==> src/rtl/game_tick_scheduler.sv <==
`default_nettype none
// ============================================================================
//  Module   : game_tick_scheduler
//  Purpose  : Generates single-cycle enable strobes for the game subsystems
//             from the one 100 MHz clock, so no derived slow clocks are used.
//             Three programmable tick channels:
//               ch0 - game-logic frame
//               ch1 - sprite animation
//               ch2 - input sampling
//             A global pause freezes every channel. A hit-stop freezes ch0
//             and ch1 for a number of ch2 ticks while input sampling keeps
//             running. Channel periods are reprogrammed at runtime through
//             a valid/ready port with a single pending slot.
//
//  Ports    : clk_in          in   1      sole clock
//             rst             in   1      synchronous, active-high reset
//             cfg_valid       in   1      config request
//             cfg_ready       out  1      scheduler can accept a config
//             cfg_ch          in   2      target channel (3 = discarded)
//             cfg_period      in   CNT_W  new period (0 = channel disabled)
//             pause           in   1      level, freezes all channels
//             hitstop_start   in   1      single-cycle hit-stop request
//             hitstop_frames  in   8      hit-stop length in ch2 ticks
//             tick            out  3      one-cycle strobes, bit i = ch i
//             hitstop_active  out  1      hit-stop in progress
//             frame_count     out  16     count of ch0 ticks (wraps)
//
//  Revision : 1.0  initial release
// ============================================================================
module game_tick_scheduler #(
    parameter int CNT_W   = 24,
    parameter int PERIOD0 = 1_428_571,
    parameter int PERIOD1 = 8_333_333,
    parameter int PERIOD2 = 1_000_000
) (
    input  logic             clk_in,
    input  logic             rst,
    input  logic             cfg_valid,
    output logic             cfg_ready,
    input  logic [1:0]       cfg_ch,
    input  logic [CNT_W-1:0] cfg_period,
    input  logic             pause,
    input  logic             hitstop_start,
    input  logic [7:0]       hitstop_frames,
    output logic [2:0]       tick,
    output logic             hitstop_active,
    output logic [15:0]      frame_count
);

    // ------------------------------------------------------------------------
    // Constants
    // ------------------------------------------------------------------------
    localparam int               C_NUM_CH     = 3;
    localparam logic [1:0]       C_CH_INVALID = 2'd3;
    localparam logic [CNT_W-1:0] C_CNT_ONE    = CNT_W'(1);
    localparam logic [CNT_W-1:0] C_CNT_ZERO   = '0;

    localparam logic [CNT_W-1:0] C_RESET_PERIOD [C_NUM_CH] = '{
        CNT_W'(PERIOD0),
        CNT_W'(PERIOD1),
        CNT_W'(PERIOD2)
    };

    // Hit-stop FSM encoding
    typedef enum logic [0:0] {
        S_IDLE = 1'b0,
        S_HOLD = 1'b1
    } hs_state_t;

    // ------------------------------------------------------------------------
    // Internal signals
    // ------------------------------------------------------------------------
    hs_state_t        r_state;
    hs_state_t        w_state_nxt;
    logic [7:0]       r_remain;
    logic [7:0]       w_remain_nxt;
    logic             w_hold;

    logic             r_pend_valid;
    logic [1:0]       r_pend_ch;
    logic [CNT_W-1:0] r_pend_period;
    logic             w_cfg_fire;

    logic [2:0]       w_frz;      // per-channel freeze condition
    logic [2:0]       w_wrap;     // channel wraps (and ticks) on this edge
    logic [2:0]       w_apply;    // pending period lands on this channel now

    logic [2:0]       r_tick;
    logic [15:0]      r_frame;

    // ------------------------------------------------------------------------
    // Freeze conditions
    // Pause stops everything; hit-stop stops game logic and animation but
    // input sampling (ch2) keeps running, since it drives the countdown.
    // ------------------------------------------------------------------------
    assign w_hold = (r_state == S_HOLD);
    assign w_frz  = {pause, pause || w_hold, pause || w_hold};

    // ------------------------------------------------------------------------
    // Tick channels
    // ------------------------------------------------------------------------
    for (genvar gi = 0; gi < C_NUM_CH; gi++) begin : g_ch
        logic [CNT_W-1:0] r_period;
        logic [CNT_W-1:0] r_cnt;
        logic             w_enabled;
        logic             w_advance;
        logic             w_target;

        assign w_enabled = (r_period != C_CNT_ZERO);
        assign w_advance = w_enabled && !w_frz[gi];

        // A frozen counter sitting at period-1 does not wrap; it waits until
        // the freeze lifts, and any pending period waits with it.
        assign w_wrap[gi] = w_advance && (r_cnt == (r_period - C_CNT_ONE));

        // The pending value lands on the wrap edge so the old-period tick
        // still fires and the counter restarts cleanly at 0. A disabled
        // channel has no wrap to wait for, so it takes the value at once
        // unless paused.
        assign w_target     = r_pend_valid && (r_pend_ch == 2'(gi));
        assign w_apply[gi]  = w_target && !pause && (w_wrap[gi] || !w_enabled);

        always_ff @(posedge clk_in) begin
            if (rst) begin
                r_period <= C_RESET_PERIOD[gi];
                r_cnt    <= C_CNT_ZERO;
            end else begin
                if (w_wrap[gi]) begin
                    r_cnt <= C_CNT_ZERO;
                end else if (w_advance) begin
                    r_cnt <= r_cnt + C_CNT_ONE;
                end

                if (w_apply[gi]) begin
                    r_period <= r_pend_period;
                end
            end
        end
    end

    // ------------------------------------------------------------------------
    // Config pending slot
    // cfg_ready is purely the slot state so it never combinationally depends
    // on cfg_valid. A request for channel 3 completes the handshake but is
    // dropped, leaving the slot empty and cfg_ready high.
    // ------------------------------------------------------------------------
    assign cfg_ready  = !r_pend_valid;
    assign w_cfg_fire = cfg_valid && cfg_ready;

    always_ff @(posedge clk_in) begin
        if (rst) begin
            r_pend_valid  <= 1'b0;
            r_pend_ch     <= 2'd0;
            r_pend_period <= C_CNT_ZERO;
        end else begin
            if (w_cfg_fire && (cfg_ch != C_CH_INVALID)) begin
                r_pend_valid  <= 1'b1;
                r_pend_ch     <= cfg_ch;
                r_pend_period <= cfg_period;
            end else if (|w_apply) begin
                r_pend_valid  <= 1'b0;
            end
        end
    end

    // ------------------------------------------------------------------------
    // Hit-stop FSM
    // The countdown consumes the registered ch2 strobe, so the strobe that
    // takes the count from 1 to 0 is visible while hitstop_active is still
    // high and the freeze releases on the following cycle.
    // ------------------------------------------------------------------------
    always_ff @(posedge clk_in) begin
        if (rst) begin
            r_state  <= S_IDLE;
            r_remain <= 8'd0;
        end else begin
            r_state  <= w_state_nxt;
            r_remain <= w_remain_nxt;
        end
    end

    always_comb begin
        w_state_nxt  = r_state;
        w_remain_nxt = r_remain;
        case (r_state)
            S_IDLE: begin
                if (hitstop_start && (hitstop_frames != 8'd0)) begin
                    w_state_nxt  = S_HOLD;
                    w_remain_nxt = hitstop_frames;
                end
            end
            S_HOLD: begin
                // New start requests are ignored here: no extension.
                if (r_tick[2]) begin
                    w_remain_nxt = r_remain - 8'd1;
                    if (r_remain == 8'd1) begin
                        w_state_nxt = S_IDLE;
                    end
                end
            end
            default: begin
                w_state_nxt = S_IDLE;
            end
        endcase
    end

    // ------------------------------------------------------------------------
    // Registered outputs
    // ------------------------------------------------------------------------
    always_ff @(posedge clk_in) begin
        if (rst) begin
            r_tick  <= 3'b000;
            r_frame <= 16'd0;
        end else begin
            r_tick <= w_wrap;
            if (w_wrap[0]) begin
                r_frame <= r_frame + 16'd1;
            end
        end
    end

    assign tick           = r_tick;
    assign hitstop_active = w_hold;
    assign frame_count    = r_frame;

endmodule
`default_nettype wire
==> config.mk <==
export PLATFORM = sky130hd
export DESIGN_NAME = game_tick_scheduler
export DESIGN_NICKNAME = d
export VERILOG_FILES = /design/src/rtl/game_tick_scheduler.sv
export SDC_FILE = /design/constraint.sdc
export NUM_CORES = 1
export LEC_CHECK = 0
export ABC_AREA = 1
export BUFFER_PORTS_ARGS = -buffer_cell sky130_fd_sc_hd__buf_4
export CELL_PAD_IN_SITES_DETAIL_PLACEMENT = 0
export CELL_PAD_IN_SITES_GLOBAL_PLACEMENT = 2
export CORE_AREA = 2 2 186 188
export CTS_CLUSTER_DIAMETER = 200
export DETAILED_ROUTE_END_ITERATION = 8
export DIE_AREA = 0 0 188 190
export GPL_TIMING_DRIVEN = 0
export PLACE_DENSITY = 0.78
export REMOVE_ABC_BUFFERS = 1
export SYNTH_ARGS = -nofsm -noshare
export SYNTH_HDL_FRONTEND = slang
export SYNTH_SLANG_ARGS = --single-unit
==> constraint.sdc <==
create_clock -name clk_in -period 2.9 [get_ports clk_in]
set_clock_uncertainty 0.1 [all_clocks]
set_input_delay 0.29 -clock clk_in [delete_from_list [all_inputs] [get_ports clk_in]]
set_output_delay 0.29 -clock clk_in [all_outputs]
set_load 0.05 [all_outputs]
==> flow_metrics.py <==
metrics = {
    "place": {
        "buffer_ports.inserted": 59,
        "post_dp_cell_area_sq_um": 12500,
        "gp_routability_congestion": 0.844,
        "cell_count_after_placement": 2228,
        "hpwlAfterDp_um": 25800,
        "place_ws_ns": -0.556,
    },
    "global_routing": {
        "first_global_vias": 10200,
        "track_usage_pct": 19.2,
        "globalRoute.totalOverflow": 0,
        "grt_start_max_net_pins": 73,
        "global_route_wire_length_before_repair_um": 54500,
        "grt_antenna_before_repair": 0,
    },
    "power": {
        "power-per-cell-area_nw_per_um2": 419,
        "clkPwrFrac_pct": 43.6,
        "vdd_drop_max_uv": 443,
        "power.leakage_nw": 5.71,
        "p_comb_share_pct": 5.9,
        "internal_power_mw": 4.07,
        "post-layout-total-power_mw": 5.60,
        "proportion_of_power_drawn_by_flip_flops_and_latches_pct": 50.5,
        "p_sw_share_pct": 27.4,
        "netSwitchingPower_mw": 1.53,
    },
    "sta": {
        "worst_slew_margin_rel_pct": 41.7,
        "finalMaxSlewViolations": 0,
        "count_of_endpoints_failing_hold_in_the_final_timing_report": 0,
        "timing.hold.ws_ns": 0.0191,
        "final_critical_path_setup_slack_ns": 0.216,
        "fmax_mhz": 373,
        "finalCriticalPeriod_ns": 2.68,
        "fin_crit_sh_pct": 92.6,
        "tightestPinTransition_ns": 0.873,
        "grt_setup_unrepaired": "false",
        "setup_viol": 0,
    },
    "detailed_routing": {
        "route.vias.total": 10700,
        "post_route_wl_um": 34000,
        "drt_iter0_drc": 510,
        "via_per_inst": 4.72,
        "drt-wirelength-per-cell_um": 15.0,
        "post_route_drc": 0,
        "dr.pass1.iters": 5,
        "detail-route-antenna-nets": 0,
    },
    "floorplanning": {
        "die_h_um": 190,
        "initial_utilization_pct": 34.4,
        "die_width_um": 188,
        "floorplan.die_area_sq_um": 35700,
        "pin_count": 60,
        "core_area_sq_um": 33900,
        "floorplan.rows": 68,
    },
    "cts": {
        "clkTransAtPathRegs_ns": 0.09,
        "clock_path_buffers": 2,
        "cts-buffers-inserted": 17,
        "cts_num_sinks": 199,
        "clock_latency_ns": 0.45,
        "tritoncts": "built",
        "clock-root-buffer": "clkbuf_16",
        "ctsHtreeMaxLevel": 4,
    },
    "hold_path": {
        "min_delay_path_depth": 3,
        "hp-class": "primary input to flip-flop",
        "hold_endpoint": "r_pend_ch[1]$_SDFFE_PP0P_",
        "timing.hold.worst.start": "cfg_ch[1]",
    },
    "synth": {
        "synth_area_per_cell_sq_um": 6.65,
        "synth_seq_cells": 199,
        "yosysUniqueCellTypes": 47,
        "ys_warn_count": 0,
        "postSynthCellCount": 1755,
        "post_synth_instance_area_sq_um": 11700,
        "synth.top_cell.area_share_pct": 34.1,
        "yosys_most_used_dff": "dfxtp_1",
        "netlist_top_cells_area": "dfxtp_1, nand2_1, nor2_1",
        "synthTopCellsByCount": "nand2_1, nor2_1, dfxtp_1",
        "async_flop_share_pct": 0,
        "yosys.cell_count.top_type": "nand2_1",
        "synth_seq_area_share_pct": 34.1,
        "synth_largest_area_cell": "dfxtp_1",
        "number_of_enable_flip_flop_cells_after_synthesis": 0,
    },
    "worst_setup_path": {
        "data_required_time_of_the_critical_path_ns": 3.13,
        "critical_path.reg2reg.startpoint": "g_ch[1].r_period[0]$_SDFFE_PP1P_",
        "worst-endpoint-arrival_ns": 2.92,
        "end_kind": "flip-flop",
        "reg2reg_setup_slack_ns": 0.22,
        "crit_path_start_kind": "flip-flop",
        "r2r_end": "g_ch[1].r_period[18]$_SDFFE_PP1P_",
        "path_max_fanout": 17,
        "worst-r2r-cell-count": 16,
        "critPathKind": "flip-flop to flip-flop",
    },
    "cells_and_area": {
        "layout.cell_area.non_filler_sq_um": 13400,
        "syn_to_final_growth_pct": 14.6,
        "drive_above_1_share_pct": 12.4,
        "layout.filler_cells": 3698,
        "finalNetCount": 1855,
        "n_antenna_cell": 0,
        "final-instance-count-excl-fill": 2274,
    },
    "status": {
        "run_status": "completed",
    },
    "run": {
        "max_cap_viol_count": 0,
    },
}
==> per-stage QoR <==
| step | setup TNS [ns] | util [%] |
|---|---|---|
| 2_1_floorplan | -0.333 | - |
| 5_1_grt | 0 | 39.4 |
| 4_1_cts | 0 | 38.9 |
| 3_5_place_dp | -35.57 | 36.8 |
| 3_3_place_gp | -201.26 | 36.7 |
| 6_report | 0 | 39.4 |
==> sequential cells by signal, summed over array words and instances (netlist names) <==
register / cells
r_remain: 8
r_pend_valid: 1
g_ch.r_cnt: 72
r_pend_period: 24
r_pend_ch: 2
tick: 3
g_ch.r_period: 72
hitstop_active: 1
frame_count: 16
==> worst max path at each step <==
stage,from,end,depth (start not counted),slack (ns)
2_1_floorplan,rst,g_ch[0].r_cnt[22]$_SDFFE_PP0P_,5,-0.10
3_3_place_gp,rst,g_ch[0].r_cnt[22]$_SDFFE_PP0P_,6,-2.15
3_5_place_dp,g_ch[0].r_period[0]$_SDFFE_PP1P_,g_ch[0].r_period[9]$_SDFFE_PP0P_,17,-0.56
4_1_cts,g_ch[0].r_period[0]$_SDFFE_PP1P_,g_ch[0].r_period[7]$_SDFFE_PP0P_,16,0.02
5_1_grt,g_ch[1].r_period[0]$_SDFFE_PP1P_,g_ch[1].r_period[9]$_SDFFE_PP0P_,16,0.01
6_report,g_ch[1].r_period[0]$_SDFFE_PP1P_,g_ch[1].r_period[18]$_SDFFE_PP1P_,16,0.22
==> power by group through the flow <==
stage	Clock [mW]	Sequential (mW)	Combinational (mW)
3_3_place_gp	0	2.89	0.324
4_1_cts	2.51	2.83	0.337
3_5_place_dp	0	2.90	0.331
2_1_floorplan	0	2.88	0.186
5_1_grt	2.64	2.84	0.375
6_report	2.44	2.83	0.331
==> cells by family after synthesis <==
kind of cell               count (synthesis)  share of synthesized area (%)
and+or+nand+nor                          955                           36.3
AOI/OAI and AO/OA                        244                           12.0
buffers and inverters                    235                           8.11
DFF                                      199                           34.1
xor gates and xnor gates                 112                           8.40
adders and majority gates                 10                           1.07
==> critical path: stages (launching register included) <==
cell and delay (ns):
dfxtp_1 0.35, inv_2 0.13, ha_1 0.22, nand2_2 0.15
nor2_4 0.24, nand2_2 0.12, o21ai_1 0.18, nand2_1 0.07
nand2_1 0.06, nand2_1 0.04, nor2_1 0.11, nand3_2 0.16
nand2_4 0.16, buf_4 0.14, nand2_4 0.14, nand2_1 0.11
o211ai_1 0.08
==> per-layer routing <==
metal | GRT usage (%) | vias to the layer above | wire (um)
met5 | 0 | - | 0
met1 | 26.0 | 4858 | 16700
met4 | 4.09 | 0 | 404
li1 | - | 5739 | -
met3 | 2.82 | 21 | 739
met2 | 32.2 | 112 | 16200
==> timing repair <==
item                                   4_1_cts  5_1_grt
setup buffers                                0        8
pin swaps                                    2       10
endpoints found under the hold margin        2        0
hold buffers                                 2        0
setup endpoints to repair                  155      105
cloned                                       0        4
resized for setup                           20       23
==> cell usage in the layout (no fill, tap or decap), drive strengths merged, types with 34 or more instances in the layout <==
master,count
nand2,430
nor2,313
dfxtp,199
inv,197
o21ai,98
a21oi,97
nand3,95
xor2,78
buf,68
xnor2,34
==> final cells by class <==
class	count	area (sq um)	area share (%)
Sequential cell	199	3990	29.8
Clock inverter	14	153	1.14
Multi-Input combinational cell	1325	6910	51.7
Timing Repair Buffer	70	563	4.21
Inverter	193	757	5.66
Tap cell	455	569	4.25
Clock buffer	18	439	3.28
Note: power is estimated with default switching activity, not from simulation.
